$ cat src/rtl/stat_scan_pkg.sv
// Shared types and constants for the status scan-out unit.
// Holds the FSM state enum, default word width and counter width.
package stat_scan_pkg;

  typedef enum logic [1:0] {
    S_IDLE,
    S_WAIT,
    S_SHIFT,
    S_DONE
  } state_t;

  localparam int STAT_W = 16;
  localparam int CNT_W  = $clog2(STAT_W + 2);

endpackage

$ cat src/rtl/stat_scan_parity.sv
// Even-parity generator for the captured status word.
// Used only when STAT_SCAN_PARITY_EN is defined.
module stat_scan_parity #(
  parameter int WIDTH = 16
) (
  input  logic [WIDTH-1:0] i_data,
  output logic             o_par
);

  assign o_par = ^i_data;

endmodule

$ cat src/rtl/stat_scan_out.sv
// Captures a status word and shifts it out serially under scan_en.
// Define STAT_SCAN_PARITY_EN to append an even-parity bit.
module stat_scan_out
  import stat_scan_pkg::*;
#(
  parameter int WIDTH     = STAT_W,
  parameter bit MSB_FIRST = 1'b0
) (
  input  logic             clk,
  input  logic             rst,
  input  logic [WIDTH-1:0] stat_rdata,
  input  logic             stat_ready,
  input  logic             scan_req,
  input  logic             scan_en,
  output logic             scan_out,
  output logic             scan_valid,
  output logic             scan_busy,
  output logic             scan_done
);

`ifdef STAT_SCAN_PARITY_EN
  localparam int NBITS = WIDTH + 1;
`else
  localparam int NBITS = WIDTH;
`endif
  localparam int CW = $clog2(WIDTH + 2);

  state_t           r_state;
  state_t           w_next;
  logic [NBITS-1:0] r_sh;
  logic [NBITS-1:0] w_cap;
  logic [CW-1:0]    r_cnt;
  logic             w_load;
  logic             w_shift;
  logic             w_last;

`ifdef STAT_SCAN_PARITY_EN
  logic w_par;

  stat_scan_parity #(
    .WIDTH (WIDTH)
  ) u_par (
    .i_data (stat_rdata),
    .o_par  (w_par)
  );

  // Parity sits behind the data in shift order.
  assign w_cap = MSB_FIRST ? {stat_rdata, w_par}
                           : {w_par, stat_rdata};
`else
  assign w_cap = stat_rdata;
`endif

  assign w_last = (r_cnt == CW'(NBITS - 1));

  always_ff @(posedge clk) begin
    if (rst) r_state <= S_IDLE;
    else     r_state <= w_next;
  end

  always_comb begin
    w_next  = r_state;
    w_load  = 1'b0;
    w_shift = 1'b0;
    unique case (r_state)
      S_IDLE: begin
        if (scan_req) begin
          if (stat_ready) begin
            w_load = 1'b1;
            w_next = S_SHIFT;
          end else begin
            w_next = S_WAIT;
          end
        end
      end
      S_WAIT: begin
        if (!scan_req) begin
          w_next = S_IDLE;
        end else if (stat_ready) begin
          w_load = 1'b1;
          w_next = S_SHIFT;
        end
      end
      S_SHIFT: begin
        if (scan_en) begin
          w_shift = 1'b1;
          if (w_last) w_next = S_DONE;
        end
      end
      S_DONE: w_next = S_IDLE;
      default: w_next = S_IDLE;
    endcase
  end

  always_ff @(posedge clk) begin
    if (rst) begin
      r_sh  <= '0;
      r_cnt <= '0;
    end else if (w_load) begin
      r_sh  <= w_cap;
      r_cnt <= '0;
    end else if (w_shift) begin
      r_sh  <= MSB_FIRST ? {r_sh[NBITS-2:0], 1'b0}
                         : {1'b0, r_sh[NBITS-1:1]};
      r_cnt <= r_cnt + 1'b1;
    end
  end

  assign scan_valid = (r_state == S_SHIFT);
  assign scan_busy  = (r_state != S_IDLE);
  assign scan_done  = (r_state == S_DONE);
  assign scan_out   = scan_valid &
                      (MSB_FIRST ? r_sh[NBITS-1] : r_sh[0]);

endmodule
$ cat config.mk
export PLATFORM = sky130hd
export DESIGN_NAME = stat_scan_out
export DESIGN_NICKNAME = d
export VERILOG_FILES = /design/src/rtl/stat_scan_pkg.sv /design/src/rtl/stat_scan_parity.sv /design/src/rtl/stat_scan_out.sv
export SDC_FILE = /design/constraint.sdc
export NUM_CORES = 1
export LEC_CHECK = 0
export ABC_CLOCK_PERIOD_IN_PS = 1200
export CAP_MARGIN = 20
export CORE_MARGIN = 4
export CORE_UTILIZATION = 30
export DETAILED_ROUTE_END_ITERATION = 10
export PLACE_DENSITY = 0.51
export SYNTH_ARGS = -nofsm -noshare
export SYNTH_HDL_FRONTEND = slang
export SYNTH_SLANG_ARGS = --single-unit
export TNS_END_PERCENT = 100
$ cat constraint.sdc
create_clock -name clk -period 1.2 [get_ports clk]
set_input_delay 0.12 -clock clk [delete_from_list [all_inputs] [get_ports clk]]
set_output_delay 0.12 -clock clk [all_outputs]
set_load 0.02 [all_outputs]
==> flow_summary.ini <==
[detailed_routing]
drc = 0
postRouteAntennaNets = 0
vias = 971
routed_wl_um = 2550
wire_per_inst_um = 12.8
vias_per_cell = 4.88
drtPass1Iterations = 4
drt_iter0_markers = 45

[synth]
ys_warn_count = 0
ys_seq_area_share_pct = 42.9
synth_nets = 142
synth_edf_count = 0
synth_area_mm2 = 0.00107
syn_avg_cell_area_um2 = 9.01
postSynthCellCount = 119
synthArstFlopShare_pct = 0
ys_seq_elements = 23
synthFlopType = dfxtp_1
synth_cell_types = 26

[floorplan]
row_count = 21
floorplan.initialDensity_pct = 31.6
core_mm2 = 0.00339
design.die.area_mm2 = 0.00459
die_w_um = 67.8
die_h_um = 67.8
ios = 25

[timing]
tightest_slew_ns = 0.249
tns_ns = -0.129
setup_violations = 11
finalClockSkew_ns = 0.00783
hold_viol_final = 0
drv_slew = 0
finalCriticalPeriod_ns = 1.23
max-slew-margin-rel_pct = 83.3
layout_setup_ws_ns = -0.0293
rsz0062_at_grt = true
timing.final.crit_share_pct = 102
fmax_mhz = 813
hold_slack_ns = 0.337

[global_route]
grt_pass1_vias = 995
globalRouteMet2Util_pct = 21.9
grt_util_met3_pct = 4.66
grt_antenna_before_repair = 0
grt_pass1_wl_um = 4360
overflow = 0
use_met1_pct = 14.3
grt.total_usage_pct = 12.3
grt_max_degree = 19
busiest_layer = met2

[final_layout]
regArea_um2 = 468
layout.nets = 177
n_antenna_cell = 0
syn_to_final_growth_pct = 48.9
multi_input_area_um2 = 609
fin_area_mm2 = 0.00160
drive_above_1_share_pct = 34.6
fillers = 321

[clock_tree]
cts_sinks = 23
h-tree-depth = 1
insertion_delay_ns = 0.31
cts_tree = yes
clk_pin_slew_ns = 0.13
cts_root_buf = clkbuf_4
cts_made_buffers = 3
clockBufferDepth = 2

[placed_design]
portBuffers = 24
hpwlAfterDp_um = 1840
placed_area_mm2 = 0.00144
dp_slack_ns = -0.193
place.gp.congestion = 0.724

[setup_path]
critPathLaunchType = flip-flop
crit_slowest_cell = dfxtp_2
cp.required_ns = 1.43
setup.worst_path.class = flip-flop to flip-flop
cp-end-kind = flip-flop
slowest_delay_ns = 0.35
cp.arrival_ns = 1.46
worstPathCellList = buf_6 -> and3b_2 -> buf_12 -> a21oi_1 -> a211oi_1
worstPathMaxFanout = 11

[power_and_ir_drop]
power_density_mw_per_mm2 = 948
total_power_mw = 1.51
ir_drop_mv = 0.726
p_leak_nw = 0.554

[hold_path]
hold_path.class = primary input to flip-flop

[run]
cap_violations = 0

[outcome]
status = finished with violations
violations = negative setup slack
[worst max-delay path, delay by kind of cell (launching register included)]
| kind | cells | cell delay, ns |
|---|---|---|
| flip-flops | 1 | 0.35 |
| AND/OR/NAND/NOR | 1 | 0.27 |
| buffers and inverters | 2 | 0.26 |
| AO/OA/AOI/OAI | 2 | 0.26 |
[state kept, by name (all words and copies together), names as in the netlist]
signal	cells
r_cnt	5
r_state	2
r_sh	16
[synth_stat cells, types with 2 or more instances]
master / instances / share of area [%]
ha_1: 2 / 2.3
and3b_1: 2 / 1.6
a21oi_1: 20 / 9.3
a22oi_2: 8 / 9.3
a211oi_1: 7 / 4.9
dfxtp_1: 23 / 43
nand2_1: 9 / 3.2
nor2_1: 11 / 3.9
and2_1: 2 / 1.2
o21ai_0: 2 / 0.93
inv_1: 2 / 0.70
or3_1: 2 / 1.2
buf_4: 5 / 3.5
nand3_1: 11 / 5.1
clkbuf_1: 2 / 0.70
[layout make-up]
| type | count | share of cell area (%) |
|---|---|---|
| Clock inverter | 1 | 0.313 |
| Sequential cell | 23 | 29.3 |
| Inverter | 2 | 0.470 |
| Multi-Input combinational cell | 85 | 38.2 |
| Clock buffer | 3 | 1.41 |
| Timing Repair Buffer | 39 | 26.7 |
| Tap cell | 46 | 3.61 |
[repair_timing]
action	4_1_cts	5_1_grt
pin swaps	12	8
setup buffers	0	1
hold buffers	0	0
resized for setup	39	18
endpoints found under the setup margin	24	26
[layer usage]
metal	share of wire (%)	vias up
met5	0	-
met4	0.31	0
met3	6.2	2
met2	50	23
met1	44	452
li1	-	494
[where the power goes]
group / total, mW / internal [mW] / switching (mW)
Clock: 0.361 / 0.125 / 0.236
Combinational: 0.323 / 0.188 / 0.135
Sequential: 0.829 / 0.802 / 0.0266
[cell families after synthesis]
| kind of cell | share of synthesized area [%] |
|---|---|
| and+or+nand+nor | 20.9 |
| AOI/OAI and AO/OA | 25.2 |
| DFF | 42.9 |
| buffers and inverters | 7.82 |
| adders and majority gates | 2.33 |
| xor gates and xnor gates | 0.817 |
[stage by stage]
| stage | cells | util (%) |
|---|---|---|
| 6_report | 199 | 47.1 |
| 5_1_grt | 199 | 47.1 |
| 4_1_cts | 198 | 45.0 |
| 3_5_place_dp | 194 | 42.5 |
| 3_3_place_gp | 194 | 42.5 |
| 2_1_floorplan | 119 | - |
[worst paths after layout]
check	start	to	slack, ns	depth (start not counted)
worst max-delay path	r_state[1]	r_sh[6]	-0.03	5
worst min-delay path	stat_rdata[15]	r_sh[15]	0.34	3
worst max register to register	r_state[1]	r_sh[6]	-0.03	5
worst min register to register	r_sh[3]	r_sh[3]	0.48	2
[cells in the final DEF, fill, tap and decap left out, types with 3 or more instances in the layout]
cell and count:
clkdlybuf4s50_1 20, dfxtp_1 19, a21oi_1 17, nand3_1 11, nor2_1 10, a22oi_2 9
nand2_1 9, buf_6 9, buf_4 6, a211oi_1 4, buf_12 4, a211oi_2 3
a21oi_2 3, clkbuf_4 3, dfxtp_2 3
Note: power is estimated with default switching activity, not from simulation.
